$ cat src/rtl/kan_fixed_pkg.sv
// Shared fixed-point helpers and state encoding for the KAN tile accumulator codebase.
// Saturation works on a wide signed container so any lane width up to 63 bits fits.
package kan_fixed_pkg;

  typedef enum logic {
    ACCUM  = 1'b0,
    OUTPUT = 1'b1
  } kan_acc_state_e;

  localparam int unsigned SAT_CALC_W = 64;

  function automatic logic signed [SAT_CALC_W-1:0] sat_signed(
    input logic signed [SAT_CALC_W-1:0] value,
    input int unsigned                  width
  );
    logic signed [SAT_CALC_W-1:0] max_v;
    logic signed [SAT_CALC_W-1:0] min_v;
    logic signed [SAT_CALC_W-1:0] res;
    max_v = (64'sd1 <<< (width - 1)) - 64'sd1;
    min_v = -max_v - 64'sd1;
    if (value > max_v) begin
      res = max_v;
    end else if (value < min_v) begin
      res = min_v;
    end else begin
      res = value;
    end
    return res;
  endfunction

  // A zero tile count still means one beat per group; oversize requests clamp.
  function automatic int unsigned clamp_tiles(
    input int unsigned cfg,
    input int unsigned max_tiles
  );
    int unsigned res;
    if (cfg == 0) begin
      res = 1;
    end else if (cfg > max_tiles) begin
      res = max_tiles;
    end else begin
      res = cfg;
    end
    return res;
  endfunction

endpackage

$ cat src/rtl/kan_tile_accumulator_if.sv
// Stream bundle for the tile accumulator: partial-sum input stream and result output stream.
// The slave modport is the accumulator's view; master is the surrounding fabric.
interface kan_tile_accumulator_if #(
  parameter int CHANNELS       = 1,
  parameter int DATA_WIDTH_IN  = 16,
  parameter int DATA_WIDTH_OUT = 16,
  parameter int ID_WIDTH       = 8,
  parameter int DEST_WIDTH     = 8
);

  logic [CHANNELS*DATA_WIDTH_IN-1:0]  s_axis_psum_tdata;
  logic [CHANNELS-1:0]                s_axis_psum_tvalid;
  logic [CHANNELS-1:0]                s_axis_psum_tready;
  logic [CHANNELS-1:0]                s_axis_psum_tlast;

  logic [CHANNELS*DATA_WIDTH_OUT-1:0] m_axis_rslt_tdata;
  logic                               m_axis_rslt_tvalid;
  logic                               m_axis_rslt_tready;
  logic                               m_axis_rslt_tlast;
  logic [ID_WIDTH-1:0]                m_axis_rslt_tid;
  logic [DEST_WIDTH-1:0]              m_axis_rslt_tdest;

  modport slave (
    input  s_axis_psum_tdata,
    input  s_axis_psum_tvalid,
    input  s_axis_psum_tlast,
    output s_axis_psum_tready,
    output m_axis_rslt_tdata,
    output m_axis_rslt_tvalid,
    output m_axis_rslt_tlast,
    output m_axis_rslt_tid,
    output m_axis_rslt_tdest,
    input  m_axis_rslt_tready
  );

  modport master (
    output s_axis_psum_tdata,
    output s_axis_psum_tvalid,
    output s_axis_psum_tlast,
    input  s_axis_psum_tready,
    input  m_axis_rslt_tdata,
    input  m_axis_rslt_tvalid,
    input  m_axis_rslt_tlast,
    input  m_axis_rslt_tid,
    input  m_axis_rslt_tdest,
    output m_axis_rslt_tready
  );

endinterface

$ cat src/rtl/kan_align_sat.sv
// Aligns one accumulated lane to the output fixed-point format and saturates it.
// Purely combinational; the arithmetic shift floors toward minus infinity.
module kan_align_sat
  import kan_fixed_pkg::*;
#(
  parameter int ACC_WIDTH      = 19,
  parameter int DATA_WIDTH_OUT = 16,
  parameter int SHIFT          = 0
) (
  input  logic signed [ACC_WIDTH-1:0] acc_i,
  output logic [DATA_WIDTH_OUT-1:0]   data_o
);

  logic signed [ACC_WIDTH-1:0] shifted;

  assign shifted = acc_i >>> SHIFT;
  assign data_o  = DATA_WIDTH_OUT'(sat_signed(SAT_CALC_W'(shifted), DATA_WIDTH_OUT));

endmodule

$ cat src/rtl/kan_tile_accumulator.sv
// Sums signed partial-sum lanes over a run-time number of tiles and emits one saturated
// result beat per group; a group always ends on its tile count, tlast is only checked.
module kan_tile_accumulator
  import kan_fixed_pkg::*;
#(
  parameter int CHANNELS       = 1,
  parameter int DATA_WIDTH_IN  = 16,
  parameter int FRAC_BITS_IN   = 12,
  parameter int DATA_WIDTH_OUT = 16,
  parameter int FRAC_BITS_OUT  = 12,
  parameter int MAX_TILES      = 8,
  parameter int TILE_CNT_W     = $clog2(MAX_TILES + 1),
  parameter int ACC_WIDTH      = DATA_WIDTH_IN + $clog2(MAX_TILES),
  parameter int ID_WIDTH       = 8,
  parameter int DEST_WIDTH     = 8,
  parameter int OUTPUT_ID      = 1,
  parameter int OUTPUT_DEST    = 0
) (
  input  logic                  clk,
  input  logic                  rst,
  input  logic [TILE_CNT_W-1:0] cfg_tiles,
  kan_tile_accumulator_if.slave axis,
  output logic                  err_unalligned_data,
  output logic                  err_tile_mismatch
);

  localparam int ALIGN_SHIFT = FRAC_BITS_IN - FRAC_BITS_OUT;

  kan_acc_state_e state_q, state_d;

  logic [TILE_CNT_W-1:0]              tile_cnt_q, tile_cnt_d;
  logic [TILE_CNT_W-1:0]              tiles_q, tiles_d;
  logic signed [ACC_WIDTH-1:0]        acc_q [CHANNELS];
  logic signed [ACC_WIDTH-1:0]        acc_d [CHANNELS];
  logic signed [ACC_WIDTH-1:0]        sum   [CHANNELS];
  logic [CHANNELS*DATA_WIDTH_OUT-1:0] tdata_q, tdata_d;
  logic [CHANNELS*DATA_WIDTH_OUT-1:0] aligned;
  logic                               tlast_q, tlast_d;
  logic                               err_unal_q, err_unal_d;
  logic                               err_tile_q, err_tile_d;

  logic                  s_ready;
  logic                  accept;
  logic                  first_beat;
  logic                  final_beat;
  logic                  m_handshake;
  logic                  all_last;
  logic                  any_last;
  logic [TILE_CNT_W-1:0] cfg_clamped;
  logic [TILE_CNT_W-1:0] group_tiles;

  assign cfg_clamped = TILE_CNT_W'(clamp_tiles(32'(cfg_tiles), MAX_TILES));

  // Ready is a function of state and downstream ready only, never of tvalid.
  assign s_ready     = !rst && ((state_q == ACCUM) || axis.m_axis_rslt_tready);
  assign accept      = s_ready && (&axis.s_axis_psum_tvalid);
  assign first_beat  = (tile_cnt_q == '0);
  assign group_tiles = first_beat ? cfg_clamped : tiles_q;
  assign final_beat  = accept && (tile_cnt_q == group_tiles - TILE_CNT_W'(1));
  assign m_handshake = (state_q == OUTPUT) && axis.m_axis_rslt_tready;
  assign all_last    = &axis.s_axis_psum_tlast;
  assign any_last    = |axis.s_axis_psum_tlast;

  for (genvar i = 0; i < CHANNELS; i++) begin : g_lane
    logic signed [DATA_WIDTH_IN-1:0] lane;

    assign lane   = axis.s_axis_psum_tdata[i*DATA_WIDTH_IN +: DATA_WIDTH_IN];
    // The first beat of a group loads rather than adds, so no stale sum leaks in.
    assign sum[i] = first_beat ? ACC_WIDTH'(lane) : acc_q[i] + ACC_WIDTH'(lane);

    kan_align_sat #(
      .ACC_WIDTH     (ACC_WIDTH),
      .DATA_WIDTH_OUT(DATA_WIDTH_OUT),
      .SHIFT         (ALIGN_SHIFT)
    ) u_align_sat (
      .acc_i (sum[i]),
      .data_o(aligned[i*DATA_WIDTH_OUT +: DATA_WIDTH_OUT])
    );
  end

  always_comb begin
    // NOTE: every variable gets a default first so no path can infer a latch.
    state_d    = state_q;
    tile_cnt_d = tile_cnt_q;
    tiles_d    = tiles_q;
    acc_d      = acc_q;
    tdata_d    = tdata_q;
    tlast_d    = tlast_q;
    err_unal_d = accept && any_last && !all_last;
    err_tile_d = accept && (final_beat ? !all_last : any_last);

    if (accept) begin
      acc_d      = sum;
      tile_cnt_d = final_beat ? '0 : tile_cnt_q + TILE_CNT_W'(1);
      if (first_beat) begin
        tiles_d = cfg_clamped;
      end
    end

    if (final_beat) begin
      tdata_d = aligned;
      tlast_d = all_last;
    end

    unique case (state_q)
      ACCUM: begin
        if (final_beat) begin
          state_d = OUTPUT;
        end
      end
      OUTPUT: begin
        // A same-cycle final beat can only arrive alongside the handshake.
        if (m_handshake && !final_beat) begin
          state_d = ACCUM;
        end
      end
      default: state_d = ACCUM;
    endcase
  end

  always_ff @(posedge clk) begin
    if (rst) begin
      state_q    <= ACCUM;
      tile_cnt_q <= '0;
      tiles_q    <= '0;
      tdata_q    <= '0;
      tlast_q    <= 1'b0;
      err_unal_q <= 1'b0;
      err_tile_q <= 1'b0;
      // NOTE: the accumulator array is small (one word per lane), so it is reset like any register.
      for (int i = 0; i < CHANNELS; i++) begin
        acc_q[i] <= '0;
      end
    end else begin
      // NOTE: non-blocking assignments keep every register sampling pre-edge values.
      state_q    <= state_d;
      tile_cnt_q <= tile_cnt_d;
      tiles_q    <= tiles_d;
      tdata_q    <= tdata_d;
      tlast_q    <= tlast_d;
      err_unal_q <= err_unal_d;
      err_tile_q <= err_tile_d;
      for (int i = 0; i < CHANNELS; i++) begin
        acc_q[i] <= acc_d[i];
      end
    end
  end

  assign axis.s_axis_psum_tready = {CHANNELS{s_ready}};
  assign axis.m_axis_rslt_tvalid = (state_q == OUTPUT);
  assign axis.m_axis_rslt_tdata  = tdata_q;
  assign axis.m_axis_rslt_tlast  = tlast_q;
  assign axis.m_axis_rslt_tid    = ID_WIDTH'(OUTPUT_ID);
  assign axis.m_axis_rslt_tdest  = DEST_WIDTH'(OUTPUT_DEST);
  assign err_unalligned_data     = err_unal_q;
  assign err_tile_mismatch       = err_tile_q;

endmodule

$ cat src/flat_wrapper.sv
// flat-port wrapper written by rule: the top's interface ports become plain ports
module kan_tile_accumulator_flat import kan_fixed_pkg::*;
#(
  parameter int CHANNELS       = 1,
  parameter int DATA_WIDTH_IN  = 16,
  parameter int FRAC_BITS_IN   = 12,
  parameter int DATA_WIDTH_OUT = 16,
  parameter int FRAC_BITS_OUT  = 12,
  parameter int MAX_TILES      = 8,
  parameter int TILE_CNT_W     = $clog2(MAX_TILES + 1),
  parameter int ACC_WIDTH      = DATA_WIDTH_IN + $clog2(MAX_TILES),
  parameter int ID_WIDTH       = 8,
  parameter int DEST_WIDTH     = 8,
  parameter int OUTPUT_ID      = 1,
  parameter int OUTPUT_DEST    = 0
)
  (clk, rst, cfg_tiles, err_unalligned_data, err_tile_mismatch, axis_s_axis_psum_tdata, axis_s_axis_psum_tvalid, axis_s_axis_psum_tlast, axis_s_axis_psum_tready, axis_m_axis_rslt_tdata, axis_m_axis_rslt_tvalid, axis_m_axis_rslt_tlast, axis_m_axis_rslt_tid, axis_m_axis_rslt_tdest, axis_m_axis_rslt_tready);
  kan_tile_accumulator_if #(.CHANNELS(CHANNELS), .DATA_WIDTH_IN(DATA_WIDTH_IN), .DATA_WIDTH_OUT(DATA_WIDTH_OUT), .ID_WIDTH(ID_WIDTH), .DEST_WIDTH(DEST_WIDTH)) axis_i ();
  input  logic clk;
  input  logic rst;
  input  logic [TILE_CNT_W-1:0] cfg_tiles;
  output logic err_unalligned_data;
  output logic err_tile_mismatch;
  input wire logic [$bits(axis_i.s_axis_psum_tdata)-1:0] axis_s_axis_psum_tdata;
  input wire logic [$bits(axis_i.s_axis_psum_tvalid)-1:0] axis_s_axis_psum_tvalid;
  input wire logic [$bits(axis_i.s_axis_psum_tlast)-1:0] axis_s_axis_psum_tlast;
  output wire logic [$bits(axis_i.s_axis_psum_tready)-1:0] axis_s_axis_psum_tready;
  output wire logic [$bits(axis_i.m_axis_rslt_tdata)-1:0] axis_m_axis_rslt_tdata;
  output wire logic [$bits(axis_i.m_axis_rslt_tvalid)-1:0] axis_m_axis_rslt_tvalid;
  output wire logic [$bits(axis_i.m_axis_rslt_tlast)-1:0] axis_m_axis_rslt_tlast;
  output wire logic [$bits(axis_i.m_axis_rslt_tid)-1:0] axis_m_axis_rslt_tid;
  output wire logic [$bits(axis_i.m_axis_rslt_tdest)-1:0] axis_m_axis_rslt_tdest;
  input wire logic [$bits(axis_i.m_axis_rslt_tready)-1:0] axis_m_axis_rslt_tready;
  assign axis_i.s_axis_psum_tdata = axis_s_axis_psum_tdata;
  assign axis_i.s_axis_psum_tvalid = axis_s_axis_psum_tvalid;
  assign axis_i.s_axis_psum_tlast = axis_s_axis_psum_tlast;
  assign axis_s_axis_psum_tready = axis_i.s_axis_psum_tready;
  assign axis_m_axis_rslt_tdata = axis_i.m_axis_rslt_tdata;
  assign axis_m_axis_rslt_tvalid = axis_i.m_axis_rslt_tvalid;
  assign axis_m_axis_rslt_tlast = axis_i.m_axis_rslt_tlast;
  assign axis_m_axis_rslt_tid = axis_i.m_axis_rslt_tid;
  assign axis_m_axis_rslt_tdest = axis_i.m_axis_rslt_tdest;
  assign axis_i.m_axis_rslt_tready = axis_m_axis_rslt_tready;
  kan_tile_accumulator #(.CHANNELS(CHANNELS), .DATA_WIDTH_IN(DATA_WIDTH_IN), .FRAC_BITS_IN(FRAC_BITS_IN), .DATA_WIDTH_OUT(DATA_WIDTH_OUT), .FRAC_BITS_OUT(FRAC_BITS_OUT), .MAX_TILES(MAX_TILES), .TILE_CNT_W(TILE_CNT_W), .ACC_WIDTH(ACC_WIDTH), .ID_WIDTH(ID_WIDTH), .DEST_WIDTH(DEST_WIDTH), .OUTPUT_ID(OUTPUT_ID), .OUTPUT_DEST(OUTPUT_DEST)) u_core (.clk(clk), .rst(rst), .cfg_tiles(cfg_tiles), .axis(axis_i), .err_unalligned_data(err_unalligned_data), .err_tile_mismatch(err_tile_mismatch));
endmodule
$ cat config.mk
export PLATFORM = sky130hd
export DESIGN_NAME = kan_tile_accumulator_flat
export DESIGN_NICKNAME = d
export VERILOG_FILES = /design/src/rtl/kan_fixed_pkg.sv /design/src/rtl/kan_tile_accumulator_if.sv /design/src/rtl/kan_align_sat.sv /design/src/rtl/kan_tile_accumulator.sv /design/src/flat_wrapper.sv
export SDC_FILE = /design/constraint.sdc
export NUM_CORES = 1
export LEC_CHECK = 0
export ABC_CLOCK_PERIOD_IN_PS = 5240
export BUFFER_PORTS_ARGS = -buffer_cell sky130_fd_sc_hd__buf_2
export CORE_ASPECT_RATIO = 0.5
export CORE_MARGIN = 2
export CORE_UTILIZATION = 60
export DETAILED_ROUTE_END_ITERATION = 12
export PLACE_DENSITY_LB_ADDON = 0.05
export SETUP_SLACK_MARGIN = 0.5
export SYNTH_ARGS = -nofsm -noshare
export SYNTH_HDL_FRONTEND = slang
export SYNTH_SLANG_ARGS = --single-unit
$ cat constraint.sdc
create_clock -name clk -period 5.24 [get_ports clk]
set_clock_uncertainty 0.2 [all_clocks]
set_input_delay 1.048 -clock clk [delete_from_list [all_inputs] [get_ports clk]]
set_output_delay 1.048 -clock clk [all_outputs]
set_load 0.005 [all_outputs]
==> impl_results.md, run 1 <==
- EDFF count, synth: 0
- DRC: 0
- First-pass GRT wire length: 12,100 um
- Highest clock rate: 236 MHz
- Post-synthesis adder-cell area fraction: between 8 and 9%
- Chip Height: 55.5 um
- Crit. path cell count: 12
- Worst-path fanout max: 15
- Slew margin rel.: 42.7%
- Final Hold Viols: 0
- Clk Latency, worst-skew pair: 0.31 ns
- Buf/Inv on CP: 1
- Drt wl/cell: 14.8 um
- Vias in the first global route: 2,556
- N_diodes: 0
- Worst Hold Class: flip-flop to flip-flop
- Worst-margin pin slew: 0.858 ns
- Post-CTS sizing: 0
- Clk root buf: clkbuf_8
- H-tree depth: 2
- Post-synthesis simple-gate area fraction: 19.3%
- Worst VDD drop: 0.000163 V
- Fin Hold WS: 0.266 ns
- Crit path launch type: input pin
- Initial antenna violation count: 0
- IO Port Bufs: 45
- Main synth FF type: dfxtp_1
- Final wirelength: 7130 um
- Post-DRT Antenna Nets: 0
- Post-DP HPWL: 5250 um
- RSZ-0062 raised after global routing: false
- Post-synthesis mux area share: 3.15%
- Period utilisation layout: 80.9%
- Register area share after synthesis: about 30%
- Slowest CP cell: a311oi_2
- CTS Hold Bufs: 0
- Starting density of the core: 63.3%
- Synth Warn #: 0
- CTS buffer count: 5
- Leakage power: 0.00151 uW
- Syn avg cell area: 8.34 sq um
- Avg Vias per Cell: 5.71
- Initial DRC Count: between 150 and 200
- Final GP Congestion: around 0.85
- Area grow syn2layout: 8.97%
- Post-route insts no fill: 482
- CP Capture Type: flip-flop
- Share of layout cells above drive strength 1: 17.7%
- Most common cell after layout, fill and taps aside: dfxtp_1
- Cells after DPL: approximately 470
- Cells after Synth: 381
- Total grt overflow: 0
- Core ar.: 0.00502 sq mm
- Max Cap Violations: 0
- Die W: 107 um
- Post-layout min period: about 4.2 ns
- WP data arrival: 4.19 ns
- Pins Over Slew Limit: 0
- Final TNS setup: 0 ns
- Final #Nets: 458
- Row count: 18
- Pre-antenna DRT Iters: 5
- Synth cell types: 47
- Overall power: 945 uW
- Total GRT Usage: 25.5%
- Crit-path cells: buf_2 > ha_1 > fa_1 > a21o_1 > a221oi_2 > a2111o_1 > a32oi_1 > xnor2_1 > xor2_1 > a311oi_2 > or2_2 > a221oi_1
- Largest stage delay, worst path: 0.74 ns
- Worst-path clk slew: 0.10 ns
- FF+latch count, synth: 47
- Status: finished clean
- Critical path data required time: between 5 and 6 ns
- WHS Path Cells: 2
- Post-CTS Setup Bufs: 0
- Power Dens Cells: 273 mW/mm^2
- Synthesized area: 0.00318 sq mm
- R2r worst-path depth: 11
- Final Instance Area: 0.00346 sq mm
- CTS tree: done
- Fill cells: roughly 440
- Asr flop ratio synth: 0%
- Vias: 2,754
- Largest net degree at the start of global routing: 50
- Final setup viols: 0
- Synth Area in XOR/XNOR: ~7%
- CTS max path bufs: 2
- Worst path top cell family by delay: compound AO/OA/AOI/OAI gates
- Clock sinks: 47
- WS Path Type: input pin to flip-flop
- Most frequent cells in the layout: 47 x dfxtp_1, 45 x buf_2, 38 x o21ai_0
- Cell area after placement: approximately 0.0033 sq mm
- Die area: 0.00593 sq mm
- Area fraction in compound gates after synthesis: 22.4%
- Largest family of logic cells by synthesized area: compound AO/OA/AOI/OAI gates
- # IOs: 62
==> routing by layer <==
metal	share of wire [%]	vias up	routed length, um	track usage (%)
met1	50	1287	3560	36.0
met4	0.87	0	62	6.86
met5	0	-	0	0
met3	6.7	7	476	6.02
li1	-	1371	-	-
met2	42	89	3030	39.2
==> cells in the mapped netlist, types with 4 or more instances <==
library cell,instances,area (sq um)
buf_4,17,128
nand4_1,4,25.0
buf_2,4,20.0
nand3b_1,22,165
a21oi_1,22,110
nand3_1,5,25.0
nor3_1,4,20.0
or2_2,5,31.3
a221oi_1,12,105
nor2b_1,9,56.3
or2_1,9,56.3
a221oi_2,4,60.1
ha_1,21,263
inv_1,18,67.6
a21o_1,5,37.5
xor2_1,16,140
xnor2_1,10,87.6
mux2i_1,10,100
clkbuf_1,17,63.8
o21ai_0,38,190
nand2_1,25,93.8
dfxtp_1,47,941
nor2_1,18,67.6
==> final timing paths <==
kind                                                     endpoint  slack [ns]                              start
worst max-delay path             u_core.axis.m_axis_rslt_tdata[2]        1.00          axis_s_axis_psum_tdata[0]
worst min-delay path            u_core.axis.m_axis_rslt_tdata[13]        0.27  u_core.axis.m_axis_rslt_tdata[13]
worst max register to register   u_core.axis.m_axis_rslt_tdata[2]        1.49               u_core.tile_cnt_q[0]
worst min register to register  u_core.axis.m_axis_rslt_tdata[13]        0.27  u_core.axis.m_axis_rslt_tdata[13]
==> report_power, final <==
group / internal, uW / total [uW] / switching [uW] / leakage, uW
clock: 145 / 283 / 138 / 0.0000587
combinational: 112 / 272 / 160 / 0.00106
sequential: 378 / 390 / 12.6 / 0.000384
total: 634 / 945 / 311 / 0.00151
==> cells by family (layout without fill, tap and decap cells) <==
logic type	after synthesis	in the layout
flops	47	47
simple gates	110	110
other cells	2	17
compound gates	106	106
mux	10	10
fa+ha+maj	22	22
buf+inv	58	74
xor+xnor	26	26
==> tightest hold or removal path, stage by stage (launching register included) <==
cell and delay [ns]:
dfxtp_1 0.32, inv_1 0.06, a221oi_2 0.05
==> through the flow <==
step / utilization, % / worst slack, ns
detailed placement: 66.7 / 0.709
finish: 69.0 / 1.00
global route: 69.0 / 0.796
floorplan: - / 1.43
global placement: 66.7 / 0.871
CTS: 69.0 / 1.03
==> sequential cells by signal (all words and copies together) (netlist names) <==
name,flops
u_core.err_tile_mismatch,1
u_core.axis.m_axis_rslt_tdata,16
u_core.tile_cnt_q,4
u_core.tiles_q,4
u_core.axis.m_axis_rslt_tlast,1
u_core.acc_q,19
u_core.axis.m_axis_rslt_tvalid,1
u_core.err_unalligned_data,1
==> layout make-up <==
cell class | count | area (sq um) | share of cell area, %
multi-input cells | 291 | 2000 | 57.9
clock buffers | 5 | 68.8 | 1.99
well taps | 70 | 87.6 | 2.53
clock inverters | 3 | 47.5 | 1.37
inverters | 18 | 67.6 | 1.95
flip-flops and latches | 47 | 941 | 27.2
repair buffers | 48 | 248 | 7.15
No activity file was read; power rests on OpenSTA's default activity.
==> run 2: changes to the inputs <==
Settings changed: ABC_AREA set to 1, ABC_CLOCK_PERIOD_IN_PS 5240 to 4400, CORE_UTILIZATION 60 to 56.
Clock period 5.24 ns to 4.4 ns, I/O delays scaled along.
==> impl_results.md, run 2 <==
- Post-CTS sizing: 0 (unchanged)
- Register area: 941 sq um (unchanged)
- Period utilisation layout: 76.0%
- Row count: 19 (was 18)
- Post-DRT Antenna Nets: 0 (unchanged)
- Commonest cells post-synth: 114 x nand2_1, 54 x inv_1, 48 x o21ai_0, 47 x dfxtp_1, 45 x a21oi_1 (was 47 x dfxtp_1, 38 x o21ai_0, 25 x nand2_1, 22 x a21oi_1, 22 x nand3b_1)
- Pins Over Slew Limit: 0 (unchanged)
- Final TNS setup: 0 ns (unchanged)
- Status: finished clean (unchanged)
- RSZ-0062 raised after global routing: false (unchanged)
- Drt wl/cell: 11.9 um (was 14.8 um)
- Avg Vias per Cell: 5.15 (was 5.71)
- Pre-antenna DRT Iters: 4 (was 5)
- Total grt overflow: 0 (unchanged)
- Share of layout cells above drive strength 1: 15.1% (was 17.7%)
- Clock sinks: 47 (unchanged)
- Slowest CP cell: dfxtp_1 (was a311oi_2)
- Min-delay src: u_core.axis.m_axis_rslt_tlast (was u_core.axis.m_axis_rslt_tdata[13])
- FF-to-FF End: u_core.axis.m_axis_rslt_tdata[1] (was u_core.axis.m_axis_rslt_tdata[2])
- Worst-margin pin slew: 0.996 ns (was 0.858 ns)
- Yosys top cell by area: dfxtp_1 (unchanged)
- Top cell type's share of synthesized area: 27.8% (was 29.6%)
- Post-DP HPWL: 5590 um (was 5250 um)
- CTS tree: done (unchanged)
- IO Port Bufs: 45 (unchanged)
- Crit path launch type: flip-flop (was input pin)
- FF-to-FF Start: u_core.tile_cnt_q[0] (unchanged)
- Max Cap Violations: 0 (unchanged)
- Vias: 3,202 (was 2,754)
- Critical path data required time: 4.38 ns (was 5.19 ns)
- Leakage power: 0.00187 uW (was 0.00151 uW)
- Syn avg cell area: 6.58 sq um (was 8.34 sq um)
- Most frequent cells in the layout: 114 x nand2_1, 54 x inv_1, 48 x o21ai_0 (was 47 x dfxtp_1, 45 x buf_2, 38 x o21ai_0)
- Multi-input logic area: 0.00207 sq mm (was 0.00200 sq mm)
- Synthesized area: 0.00338 sq mm (was 0.00318 sq mm)
- Chip Height: 59.0 um (was 55.5 um)
- Worst VDD drop: 0.000201 V (was 0.000163 V)
- Largest stage delay, worst path: 0.32 ns (was 0.74 ns)
- Core ar.: 0.00566 sq mm (was 0.00502 sq mm)
- CTS Hold Bufs: 0 (unchanged)
- Crit-path cells: inv_1 > ha_1 > nand2_4 > inv_2 > nand2_1 > o22ai_2 > inv_1 > ha_1 > xnor2_1 > xor2_1 > nand3_1 > nor2_1 > nand2_2 > inv_4 > nand2_4 > nor2_1 > nor2_1 (was buf_2 > ha_1 > fa_1 > a21o_1 > a221oi_2 > a2111o_1 > a32oi_1 > xnor2_1 > xor2_1 > a311oi_2 > or2_2 > a221oi_1)
- Clk root buf: clkbuf_16 (was clkbuf_8)
- Asr flop ratio synth: 0% (unchanged)
- Main synth FF type: dfxtp_1 (unchanged)
- Synth cell types: 40 (was 47)
- Worst-path clk slew: 0.07 ns (was 0.10 ns)
- Worst path top cell family by delay: simple AND/OR/NAND/NOR gates (was compound AO/OA/AOI/OAI gates)
- FF+latch count, synth: 47 (unchanged)
- N_diodes: 0 (unchanged)
- Die area: 0.00672 sq mm (was 0.00593 sq mm)
- Initial antenna violation count: 0 (unchanged)
- Register area share after synthesis: 27.8% (was 29.6%)
- # IOs: 62 (unchanged)
- Vias in the first global route: 2,885 (was 2,556)
- Largest net degree at the start of global routing: 46 (was 50)
- Final Hold Viols: 0 (unchanged)
- CTS max path bufs: 2 (unchanged)
- WS Path Type: flip-flop to flip-flop (was input pin to flip-flop)
- Highest clock rate: roughly 300 MHz
- EDFF count, synth: 0 (unchanged)
- R2r worst-path depth: 17 (was 11)
- DRC: 0 (unchanged)
- Worst Hold Class: flip-flop to flip-flop (unchanged)
- Total GRT Usage: 23.8% (was 25.5%)
- WP data arrival: 3.33 ns (was 4.19 ns)
- Power Dens Cells: 336 mW/mm^2 (was 273 mW/mm^2)
- Most common cell after layout, fill and taps aside: nand2_1 (was dfxtp_1)
- Post-CTS Setup Bufs: 0 (unchanged)
- Die W: 114 um (was 107 um)
- Buf/Inv on CP: 4 (was 1)
- Post-route insts no fill: 622 (was 482)
- Starting density of the core: 59.8% (was 63.3%)
- Cell with the most instances after synthesis: nand2_1 (was dfxtp_1)
- Cells after DPL: 615 (was 474)
- Final #Nets: 596 (was 458)
- R2R setup slack: 1.05 ns (was 1.49 ns)
- Hold Path Sink: u_core.axis.m_axis_rslt_tlast (was u_core.axis.m_axis_rslt_tdata[13])
- Clk Latency, worst-skew pair: 0.29 ns (was 0.31 ns)
- WHS Path Cells: 2 (unchanged)
- H-tree depth: 2 (unchanged)
- Initial DRC Count: 202 (was 178)
- Area grow syn2layout: 9.99% (was 8.97%)
- Final GP Congestion: 0.872 (was 0.850)
- Synth Warn #: 0 (unchanged)
- Most used cell, CP: nor2_1
- CTS buffer count: 5 (unchanged)
- First-pass GRT wire length: 12,700 um (was 12,100 um)
- Synth area leaders: dfxtp_1 28%, nand2_1 13%, ha_1 7.8% (was dfxtp_1 30%, ha_1 8.3%, o21ai_0 6.0%)
- Cells after Synth: 514 (was 381)
- Fill cells: 545 (was 441)
- Final wirelength: 7420 um (was 7130 um)
- Number of flip-flops in the largest register: 19 (unchanged)
- Final setup viols: 0 (unchanged)
- Post-layout min period: 3.35 ns
- CP Capture Type: flip-flop (unchanged)
- Slew margin rel.: 33.2% (was 42.7%)
- Worst-path fanout max: 33 (was 15)
- Largest Register: u_core.acc_q (unchanged)
[run 2: cell count changes after synthesis, sizes merged, moves of 9 or more]
| cell | change |
|---|---|
| inv | +39 |
| mux2i | -10 |
| nand3b | -21 |
| a21oi | +21 |
| nand2 | +95 |
| nor2b | -9 |
| nand3 | +35 |
| nor2 | +37 |
| a221oi | -16 |
| or2 | -10 |
| o21ai | +16 |
[run 2: area by class of cell]
| type | instances | area share [%] |
|---|---|---|
| flip-flops and latches | 47 | 25.3 |
| repair buffers | 46 | 6.25 |
| clock buffers | 5 | 3.36 |
| well taps | 73 | 2.45 |
| multi-input cells | 391 | 55.7 |
| inverters | 58 | 5.92 |
| clock inverters | 2 | 1.01 |
[run 2: routing by layer]
| metal | global-route usage, % | part of all wire (%) |
|---|---|---|
| met1 | 32.0 | 51 |
| met5 | 0 | 0 |
| met3 | 5.15 | 5.1 |
| met2 | 39.8 | 43 |
| met4 | 5.75 | 1.2 |
[run 2: tightest hold or removal path, stage by stage, from the launching register on]
cell     delay [ns]
dfxtp_1        0.31
nand2_1        0.06
a21oi_1        0.06
[run 2: power breakdown]
part / switching [uW] / internal [uW]
combinational: 231 / 124
clock: 165 / 265
sequential: 13.7 / 451
total: 410 / 839
[run 2: worst max path at each step]
stage,cells after the start,slack [ns],to,startpoint
floorplan,17,1.42,u_core.axis.m_axis_rslt_tdata[10],axis_s_axis_psum_tdata[0]
global placement,15,1.01,u_core.axis.m_axis_rslt_tdata[14],axis_s_axis_psum_tdata[0]
detailed placement,15,0.95,u_core.axis.m_axis_rslt_tdata[0],axis_s_axis_psum_tdata[0]
CTS,16,1.05,u_core.axis.m_axis_rslt_tdata[0],u_core.tile_cnt_q[1]
global route,17,0.71,u_core.axis.m_axis_rslt_tdata[12],u_core.tile_cnt_q[0]
finish,17,1.05,u_core.axis.m_axis_rslt_tdata[1],u_core.tile_cnt_q[0]
[run 2: stage by stage]
stage	setup WS (ns)	instance area (sq um)	util (%)	power [uW]	hold WS, ns
floorplan	1.42	3440	-	758	0.247
detailed placement	0.951	3560	62.9	825	0.256
CTS	1.05	3720	65.8	1250	0.267
finish	1.05	3720	65.8	1250	0.269
global placement	1.01	3560	62.9	824	0.252
global route	0.713	3720	65.8	1330	0.295
[run 2: logic make-up (layout without fill, tap and decap cells)]
| logic type | after synthesis | in the layout | share of synthesized area (%) |
|---|---|---|---|
| buf+inv | 91 | 111 | 12.6 |
| fa+ha+maj | 22 | 22 | 8.36 |
| other cells | 2 | 17 | 0.222 |
| xor+xnor | 12 | 12 | 3.11 |
| flops | 47 | 47 | 27.8 |
| simple gates | 230 | 230 | 30.3 |
| compound gates | 110 | 110 | 17.6 |
==> run 3: changes to the inputs <==
Settings changed: ABC_AREA 1 to 0, ABC_CLOCK_PERIOD_IN_PS 4400 to 2900, CORE_UTILIZATION 56 to 50.
Clock period 4.4 ns to 2.9 ns, I/O delays scaled along.
==> impl_results.md, run 3 (synthesis results as in run 1) <==
- Most used cell, CP: buf_2 (was nor2_1)
- Buf/Inv on CP: 2 (was 4)
- Period utilisation layout: 113%
- Worst-path clk slew: 0.07 ns (about the same)
- Final Instance Area: 0.00465 sq mm (was 0.00372 sq mm)
- Final #Nets: 535 (was 596)
- Status: finished, violations left (was finished clean)
- Post-DRT Antenna Nets: 0 (unchanged)
- IO Port Bufs: 45 (unchanged)
- CTS max path bufs: 2 (unchanged)
- Die W: 117 um (was 114 um)
- N_diodes: 0 (unchanged)
- WS Path Type: input pin to flip-flop (was flip-flop to flip-flop)
- CTS buffer count: 5 (unchanged)
- Core ar.: 0.00611 sq mm (was 0.00566 sq mm)
- CTS tree: done (unchanged)
- Worst Hold Class: flip-flop to flip-flop (unchanged)
- First-pass GRT wire length: 14,400 um (was 12,700 um)
- Slowest CP cell: nor4_1 (was dfxtp_1)
- Share of layout cells above drive strength 1: 43.8% (was 15.1%)
- Power Dens Cells: 463 mW/mm^2 (was 336 mW/mm^2)
- Final Hold Viols: 0 (unchanged)
- Drt wl/cell: 16.1 um (was 11.9 um)
- Die area: 0.00705 sq mm (was 0.00672 sq mm)
- H-tree depth: 2 (unchanged)
- Initial DRC Count: 141 (was 202)
- Critical path data required time: 2.86 ns (was 4.38 ns)
- CP Capture Type: flip-flop (unchanged)
- Worst-margin pin slew: 0.527 ns (was 0.996 ns)
- Starting density of the core: 52.1% (was 59.8%)
- Place WS: -0.975 ns (was 0.951 ns)
- Clk root buf: clkbuf_16 (unchanged)
- Vias: 3,182 (was 3,202)
- Clk Latency, worst-skew pair: 0.30 ns (was 0.29 ns)
- RSZ-0062 raised after global routing: true (was false)
- Total grt overflow: 0 (unchanged)
- Clock sinks: 47 (unchanged)
- Final setup viols: 18 (was 0)
- Cells after DPL: 538 (was 615)
- Most frequent cells in the layout: 65 x buf_4, 44 x buf_2, 43 x dfxtp_1 (was 114 x nand2_1, 54 x inv_1, 48 x o21ai_0)
- Highest clock rate: 305 MHz
- Post-route insts no fill: 577 (was 622)
- Slew margin rel.: 64.9% (was 33.2%)
- Worst-path fanout max: 4 (was 33)
- Pre-antenna DRT Iters: 4 (unchanged)
- Post-layout min period: 3.27 ns
- Cell area after placement: 0.00382 sq mm (was 0.00356 sq mm)
- Max Cap Violations: 0 (unchanged)
- Failing checks: setup timing
- Overall power: 2150 uW (was 1250 uW)
- Final wirelength: 9300 um (was 7420 um)
- Largest stage delay, worst path: 0.39 ns (was 0.32 ns)
- Final setup margin: -0.374 ns (was 1.05 ns)
- Row count: 20 (was 19)
- Area grow syn2layout: 46.3% (was 9.99%)
- Total GRT Usage: 26.7% (was 23.8%)
- Worst path top cell family by delay: compound AO/OA/AOI/OAI gates (was simple AND/OR/NAND/NOR gates)
- Leakage power: 0.00199 uW (was 0.00187 uW)
- DRC: 0 (unchanged)
- # IOs: 62 (unchanged)
- Avg Vias per Cell: 5.51 (was 5.15)
- Largest Register: u_core.acc_q (unchanged)
- Final GP Congestion: 0.844 (was 0.872)
- Pins Over Slew Limit: 0 (unchanged)
- Largest net degree at the start of global routing: 49 (was 46)
- Number of flip-flops in the largest register: 19 (unchanged)
- Crit path launch type: input pin (was flip-flop)
- WP data arrival: 3.23 ns (was 3.33 ns)
- Post-DP HPWL: 5800 um (was 5590 um)
- Crit-path cells: buf_2 > ha_1 > a21oi_1 > nor3_1 > nor4_1 > a32oi_2 > xnor2_2 > xor2_2 > a311oi_4 > buf_2 > or2_1 > a221oi_2 (was inv_1 > ha_1 > nand2_4 > inv_2 > nand2_1 > o22ai_2 > inv_1 > ha_1 > xnor2_1 > xor2_1 > nand3_1 > nor2_1 > nand2_2 > inv_4 > nand2_4 > nor2_1 > nor2_1)
- Chip Height: 60.4 um (was 59.0 um)
- CTS Hold Bufs: 0 (unchanged)
- Worst VDD drop: 0.000267 V (was 0.000201 V)
- Most common cell after layout, fill and taps aside: buf_4 (was nand2_1)
- Vias in the first global route: 3,005 (was 2,885)
- Initial antenna violation count: 0 (unchanged)
==> run 3: changes by cell type in the layout (fill, tap and decap cells not counted), moves of 9 or more <==
cell and delta:
buf_4 +64, or2_1 +9, nand3b_1 +21, nor2_2 -10, buf_6 +11, a21oi_1 -31
nand2_1 -90, inv_1 -38, o21ai_0 -26, nand3_1 -37, nor2_1 -26, a221oi_2 +14
==> run 3: path summary, 6_finish.rpt <==
check	start	end	slack, ns	depth (start not counted)
worst max register to register	u_core.acc_q[0]	u_core.axis.m_axis_rslt_tdata[7]	-0.29	12
worst min register to register	u_core.axis.m_axis_rslt_tdata[12]	u_core.axis.m_axis_rslt_tdata[12]	0.26	2
worst min-delay path	u_core.axis.m_axis_rslt_tdata[12]	u_core.axis.m_axis_rslt_tdata[12]	0.26	2
worst max-delay path	axis_s_axis_psum_tdata[9]	u_core.axis.m_axis_rslt_tdata[7]	-0.37	12
==> run 3: per-layer routing <==
| metal | part of all wire [%] | up-vias | GRT usage, % |
|---|---|---|---|
| li1 | - | 1539 | - |
| met1 | 46 | 1515 | 36.0 |
| met2 | 47 | 119 | 44.8 |
| met3 | 6.1 | 9 | 4.90 |
| met4 | 0.80 | 0 | 8.07 |
| met5 | 0 | - | 0 |
==> run 3: repair_timing <==
| action | in CTS | in global routing |
|---|---|---|
| pin swaps | 43 | 12 |
| gates cloned | 2 | 0 |
| setup endpoints to repair | 34 | 36 |
| endpoints found under the hold margin | 0 | 0 |
| buffers inserted | 16 | 13 |
| resized for setup | 62 | 29 |
==> run 3: metrics by stage <==
| step | hold WS, ns | setup TNS, ns | utilization (%) |
|---|---|---|---|
| 6_report | 0.264 | -5.28 | 76.2 |
| 2_1_floorplan | 0.254 | -5.71 | - |
| 3_3_place_gp | 0.247 | -14.02 | 62.5 |
| 5_1_grt | 0.280 | -6.74 | 76.2 |
| 4_1_cts | 0.264 | -3.24 | 72.3 |
| 3_5_place_dp | 0.255 | -16.13 | 62.5 |
==> run 3: cell type report <==
| type | count | area (sq um) |
|---|---|---|
| Tap cell | 88 | 110 |
| Sequential cell | 47 | 948 |
| Timing Repair Buffer | 124 | 912 |
| Multi-Input combinational cell | 292 | 2460 |
| Inverter | 18 | 67.6 |
| Fill cell | 441 | 1460 |
| Clock buffer | 6 | 139 |
| Clock inverter | 2 | 16.3 |
==> run 3: worst register-to-register path, cell delays in order (launching register included) <==
cell and delay (ns):
dfxtp_2 0.34, ha_4 0.16, fa_2 0.35, a21o_1 0.20
a221oi_2 0.27, a2111o_1 0.22, a32oi_2 0.14, xnor2_2 0.26
xor2_2 0.12, a311oi_4 0.38, buf_2 0.21, or2_1 0.14
a221oi_2 0.06
==> run 3: report_power, final <==
part           switching, uW  internal [uW]  total [uW]
sequential              25.3            683         708
clock                    276            345         621
combinational            417            408         825
